`src/rtl/regfile_if.sv`:
```
// Decode/writeback bus of the register file: packed read ports, issue marking,
// writeback and the status outputs (busy flags, pending count, a0 view).
interface regfile_if #(
    parameter int ADDRESS_WIDTH = 5,
    parameter int DATA_WIDTH    = 32,
    parameter int READ_PORTS    = 2
);
    logic [READ_PORTS*ADDRESS_WIDTH-1:0] rd_addr;
    logic [READ_PORTS*DATA_WIDTH-1:0]    rd_data;
    logic [READ_PORTS-1:0]               rd_busy;
    logic                                issue_en;
    logic [ADDRESS_WIDTH-1:0]            issue_addr;
    logic                                wb_en;
    logic [ADDRESS_WIDTH-1:0]            wb_addr;
    logic [DATA_WIDTH-1:0]               wb_data;
    logic [ADDRESS_WIDTH:0]              pending_cnt;
    logic [DATA_WIDTH-1:0]               a0;

    modport master (
        output rd_addr, issue_en, issue_addr, wb_en, wb_addr, wb_data,
        input  rd_data, rd_busy, pending_cnt, a0
    );

    modport slave (
        input  rd_addr, issue_en, issue_addr, wb_en, wb_addr, wb_data,
        output rd_data, rd_busy, pending_cnt, a0
    );
endinterface

```
`src/rtl/regfile_scoreboard.sv`:
```
// Multi-port register file with hardwired x0 and a per-register pending scoreboard.
// Define REGFILE_BYPASS_EN for write-first reads; the default is read-first.
module regfile_scoreboard #(
    parameter int ADDRESS_WIDTH = 5,
    parameter int DATA_WIDTH    = 32,
    parameter int READ_PORTS    = 2
) (
    input logic      clk,
    input logic      rst,
    regfile_if.slave bus
);
    localparam int DEPTH    = 2 ** ADDRESS_WIDTH;
    localparam int A0_INDEX = 10;

    logic [DATA_WIDTH-1:0]    regs [DEPTH];
    logic [DEPTH-1:0]         pending;
    logic [DEPTH-1:0]         pending_next;
    logic [ADDRESS_WIDTH:0]   pop_next;
    logic [ADDRESS_WIDTH:0]   pending_cnt_q;
    logic [ADDRESS_WIDTH-1:0] raddr       [READ_PORTS];
    logic [DATA_WIDTH-1:0]    rdata_next  [READ_PORTS];
    logic [READ_PORTS*DATA_WIDTH-1:0] rd_data_q;
    logic [READ_PORTS-1:0]            rd_busy_q;

    logic wb_fire;
    logic issue_fire;

    assign wb_fire    = bus.wb_en && (bus.wb_addr != '0);
    assign issue_fire = bus.issue_en && (bus.issue_addr != '0);

    // Clear is applied before set so a same-cycle issue to the written register wins.
    always_comb begin
        // NOTE: every combinational output gets a default first so no path infers a latch.
        pending_next = pending;
        if (wb_fire)
            pending_next[bus.wb_addr] = 1'b0;
        if (issue_fire)
            pending_next[bus.issue_addr] = 1'b1;
        pending_next[0] = 1'b0;
    end

    always_comb begin
        pop_next = '0;
        for (int r = 0; r < DEPTH; r++)
            pop_next = pop_next + {{ADDRESS_WIDTH{1'b0}}, pending_next[r]};
    end

    always_comb begin
        for (int i = 0; i < READ_PORTS; i++) begin
            raddr[i]      = bus.rd_addr[i*ADDRESS_WIDTH +: ADDRESS_WIDTH];
            rdata_next[i] = (raddr[i] == '0) ? '0 : regs[raddr[i]];
`ifdef REGFILE_BYPASS_EN
            if (wb_fire && (bus.wb_addr == raddr[i]))
                rdata_next[i] = bus.wb_data;
`endif
        end
    end

    // Busy flags sample the post-update scoreboard so same-cycle issue/wb is visible.
    always_ff @(posedge clk) begin
        if (rst) begin
            // NOTE: the register array is reset explicitly because reset state is architecturally visible here.
            for (int r = 0; r < DEPTH; r++)
                regs[r] <= '0;
            pending       <= '0;
            pending_cnt_q <= '0;
            rd_data_q     <= '0;
            rd_busy_q     <= '0;
        end else begin
            // NOTE: sequential state uses non-blocking assignments so every read sees pre-edge values.
            if (wb_fire)
                regs[bus.wb_addr] <= bus.wb_data;
            pending       <= pending_next;
            pending_cnt_q <= pop_next;
            for (int i = 0; i < READ_PORTS; i++) begin
                rd_data_q[i*DATA_WIDTH +: DATA_WIDTH] <= rdata_next[i];
                rd_busy_q[i]                          <= pending_next[raddr[i]];
            end
        end
    end

    assign bus.rd_data     = rd_data_q;
    assign bus.rd_busy     = rd_busy_q;
    assign bus.pending_cnt = pending_cnt_q;

    generate
        if (DEPTH > A0_INDEX) begin : g_a0
            assign bus.a0 = regs[A0_INDEX];
        end else begin : g_no_a0
            assign bus.a0 = '0;
        end
    endgenerate
endmodule
```
`src/flat_wrapper.sv`:
```
// flat-port wrapper written by rule: the top's interface ports become plain ports
module regfile_scoreboard_flat 
#(
    parameter int ADDRESS_WIDTH = 5,
    parameter int DATA_WIDTH    = 32,
    parameter int READ_PORTS    = 2
)
  (clk, rst, bus_rd_addr, bus_issue_en, bus_issue_addr, bus_wb_en, bus_wb_addr, bus_wb_data, bus_rd_data, bus_rd_busy, bus_pending_cnt, bus_a0);
  regfile_if #(.ADDRESS_WIDTH(ADDRESS_WIDTH), .DATA_WIDTH(DATA_WIDTH), .READ_PORTS(READ_PORTS)) bus_i ();
  input logic clk;
  input logic rst;
  input wire logic [$bits(bus_i.rd_addr)-1:0] bus_rd_addr;
  input wire logic [$bits(bus_i.issue_en)-1:0] bus_issue_en;
  input wire logic [$bits(bus_i.issue_addr)-1:0] bus_issue_addr;
  input wire logic [$bits(bus_i.wb_en)-1:0] bus_wb_en;
  input wire logic [$bits(bus_i.wb_addr)-1:0] bus_wb_addr;
  input wire logic [$bits(bus_i.wb_data)-1:0] bus_wb_data;
  output wire logic [$bits(bus_i.rd_data)-1:0] bus_rd_data;
  output wire logic [$bits(bus_i.rd_busy)-1:0] bus_rd_busy;
  output wire logic [$bits(bus_i.pending_cnt)-1:0] bus_pending_cnt;
  output wire logic [$bits(bus_i.a0)-1:0] bus_a0;
  assign bus_i.rd_addr = bus_rd_addr;
  assign bus_i.issue_en = bus_issue_en;
  assign bus_i.issue_addr = bus_issue_addr;
  assign bus_i.wb_en = bus_wb_en;
  assign bus_i.wb_addr = bus_wb_addr;
  assign bus_i.wb_data = bus_wb_data;
  assign bus_rd_data = bus_i.rd_data;
  assign bus_rd_busy = bus_i.rd_busy;
  assign bus_pending_cnt = bus_i.pending_cnt;
  assign bus_a0 = bus_i.a0;
  regfile_scoreboard #(.ADDRESS_WIDTH(ADDRESS_WIDTH), .DATA_WIDTH(DATA_WIDTH), .READ_PORTS(READ_PORTS)) u_core (.clk(clk), .rst(rst), .bus(bus_i));
endmodule
```
`config.mk`:
```
export PLATFORM = sky130hd
export DESIGN_NAME = regfile_scoreboard_flat
export DESIGN_NICKNAME = d
export VERILOG_FILES = /design/src/rtl/regfile_if.sv /design/src/rtl/regfile_scoreboard.sv /design/src/flat_wrapper.sv
export SDC_FILE = /design/constraint.sdc
export NUM_CORES = 2
export LEC_CHECK = 0
export CAP_MARGIN = 20
export CORE_MARGIN = 2
export CORE_UTILIZATION = 60
export DETAILED_ROUTE_END_ITERATION = 7
export DONT_BUFFER_PORTS = 1
export HOLD_SLACK_MARGIN = 0.05
export PLACE_DENSITY_LB_ADDON = 0.25
export SETUP_SLACK_MARGIN = 0.5
export SYNTH_ARGS = -nofsm -noshare
export SYNTH_HDL_FRONTEND = slang
export SYNTH_SLANG_ARGS = --single-unit
```
`constraint.sdc`:
```
create_clock -name clk -period 8.1 [get_ports clk]
set_input_delay 0.405 -clock clk [delete_from_list [all_inputs] [get_ports clk]]
set_output_delay 0.405 -clock clk [all_outputs]
set_load 0.005 [all_outputs]
```
==> results.tsv <==
metric	value	unit
drt_wl_total	190	mm
synth_top_family_by_area	multiplexers	
io_pins	160	
drv_cap	0	
relSlewSlack	-0.265	
die_y	316	um
violations	slew limit	
rows	114	
worst-path-max-fanout	17	
cts_buffers	118	
final_nets	3620	
cpMostUsedCell	fa_1	
routedWlPerCell	38.5	um
synth_edf_count	1024	
synth.distinct_cells	64	
startpoint	bus_wb_addr[4]	
crit_path_end_kind	flop	
utilization	0.663	
synthArstFlopShare	0	
grt_use_total	0.387	
hold_ws	0.0748	ns
clkTransAtPathRegs	0.06	ns
rsz0062_at_grt	false	
post-cts-setup-buffers	0	
place_congestion	0.920	
maxSlewViolCount	172	
worst_slew_pin_slew	1.90	ns
drive_above_1_share	0.264	
cts_tree	yes	
p_leak	0.0220	uW
h-tree-depth	3	
grt_pass1_vias	36300	
drt_iter0_markers	5551	
ys_ff_latch	1127	
synth_area_leaders	edfxtp_1, mux4_2, and2_1	
min_from	bus_wb_addr[2]	
critPathMaxStageDelay	0.55	ns
die_w	316	um
dp_hpwl	98.5	mm
num_vias	35500	
dp_cells	4641	
crit_cells	19	
postLayoutCellArea	64000	um^2
cts_root_buffer	clkbuf_16	
r2r-start	u_core.pending[2]	
fin_crit	5.53	ns
synth.avg_cell_area	16.0	um^2
ys_seq_area_frac	0.562	
start_util	0.605	
hp-class	input port to flop	
period_share	0.683	
synthAdderAreaFrac	0.00982	
crit_required	8.67	ns
postPlaceCellArea	59400	um^2
grt_pass1_wl	265	mm
final_hold_viol_count	0	
path_class	input port to flop	
start_kind	input port	
ys_warn_count	0	
r2r_end	u_core.bus.pending_cnt[4]	
p_per_area	216	nW/um^2
overflow	0	
r2r_cells	17	
fin_setup_tns	0	ns
synth_cells	3652	
ir_worst_vdd	0.206	mV
clock_skew	0.0449	ns
synthMuxAreaShare	0.259	
synth_compound_area_frac	0.0124	
fmax	181	MHz
synthToLayoutAreaGrowth	9.61	%
die-area	99800	um^2
yosysTopAreaCellShare	0.527	
cp-endpoint	u_core.bus.pending_cnt[4]	
path_buf_inv	3	
drcViolationCount	0	
worstPathCellList	nor4b_1 > nand2_1 > a22oi_1 > inv_1 > ha_1 > fa_1 > fa_1 > fa_1 > fa_1 > inv_1 > fa_1 > fa_1 > inv_1 > ha_1 > fa_1 > a21o_1 > a21oi_1 > xor2_1 > nor2_1	
critPathTopFamily	adder cells	
slowest_stage	nor4b_1	
yosys.area.top_type	edfxtp_1	
setup_viol	0	
cts_sinks	1127	
status	finished, violations left	
mostFrequentLayoutCells	edfxtp_1, and2_1, mux4_2	
io_buffers	0	
first_pass_iters	5	
antenna_found_initial	21	
syn_area	58400	um^2
cts_buffer_depth	3	
grt_max_degree	276	
clk-insertion-delay-late	0.74	ns
fin_cells	4922	
cp_data_arrival_time	6.10	ns
yosys.area_share.simple	0.128	
core	96600	um^2
r2r_setup_slack	2.66	ns
synth_xor_area_frac	0.000450	
final_common_cell	edfxtp_1	
viasPerCell	7.22	
ys.flop_type	edfxtp_1	
final_antenna_net_count	0	
registers in the layout, indices dropped and copies added, names as in the netlist:
register / flops
u_core.regs: 1024
u_core.bus.rd_data: 64
u_core.pending: 31
u_core.bus.pending_cnt: 6
u_core.bus.rd_busy: 2
worst min path at each step:
stage | slack [ns] | end | depth (start not counted)
after floorplan | 0.48 | u_core.pending[12] | 2
after global placement | 0.55 | u_core.bus.pending_cnt[2] | 1
after detailed placement | 0.56 | u_core.pending[1] | 2
after CTS | 0.05 | u_core.bus.rd_data[7] | 2
after global routing | 0.07 | u_core.regs[6][21] | 2
final | 0.07 | u_core.pending[2] | 4
power by group:
part	switching (uW)	internal, uW
registers	199	6690
logic	707	705
clock network	2350	3180
total	3260	10600
through the flow:
step,power [uW],setup WS [ns]
2_1_floorplan,7950,2.24
3_3_place_gp,8190,1.87
3_5_place_dp,8250,1.92
4_1_cts,13800,2.63
5_1_grt,14100,2.29
6_report,13800,2.57
cell usage after synthesis, types with 2 or more instances:
cell type	number
edfxtp_1	1024
and2_1	995
mux4_2	642
clkbuf_1	303
nor2_1	131
dfxtp_1	103
mux2i_1	66
inv_1	44
buf_2	37
buf_1	36
nand2_1	32
nand2b_1	27
fa_1	23
nor3_1	20
a22oi_1	15
o21bai_1	15
nor2b_1	12
o21ai_1	11
a21oi_1	9
ha_1	9
o21a_1	8
o21ai_0	6
a21o_1	5
o22ai_1	5
a2111oi_0	4
a31oi_1	4
nand3_1	4
nand3b_1	4
nor3b_1	4
o31ai_1	4
or2_2	4
nand4_1	3
nand4bb_1	3
a22o_1	2
a2bb2oi_1	2
and4b_1	2
buf_4	2
inv_2	2
nand4b_1	2
nor4b_1	2
o211ai_1	2
xor2_1	2
per-layer routing:
metal  track usage  share of wire  vias up
li1              -              -    13700
met1         0.501           0.33    18300
met2         0.611           0.47     2920
met3         0.100           0.13      612
met4         0.206          0.063       10
met5             0        0.00031        -
what timing repair did:
action                                  CTS  global route
resized for setup                         0             0
hold buffers                             42             0
endpoints found under the hold margin  1114             0
kinds of logic after synthesis:
logic type / Yosys count
AND/OR/NAND/NOR: 1254
flip-flops: 1127
multiplexers: 709
buffers and inverters: 424
AO/OA/AOI/OAI: 102
adder cells (fa/ha/maj): 32
XOR/XNOR: 3
other: 1
area by class of cell:
| type | count | area (um^2) |
|---|---|---|
| Clock inverter | 63 | 629 |
| Timing Repair Buffer | 107 | 1060 |
| Sequential cell | 1127 | 32800 |
| Inverter | 46 | 175 |
| Fill cell | 6448 | 32600 |
| Multi-Input combinational cell | 2132 | 24400 |
| Tap cell | 1276 | 1600 |
| Clock buffer | 160 | 3310 |
| Antenna cell | 11 | 27.5 |
worst reg2reg max path, stage by stage, from the launching register on:
cell	delay [ns]
dfxtp_1	0.30
a22oi_1	0.34
inv_1	0.09
ha_1	0.32
fa_1	0.54
fa_1	0.44
fa_1	0.46
fa_1	0.50
inv_1	0.05
fa_1	0.45
fa_1	0.49
inv_1	0.04
ha_1	0.21
fa_1	0.46
a21o_1	0.19
a21oi_1	0.17
xor2_1	0.18
nor2_1	0.06
No activity file was read; power rests on OpenSTA's default activity.
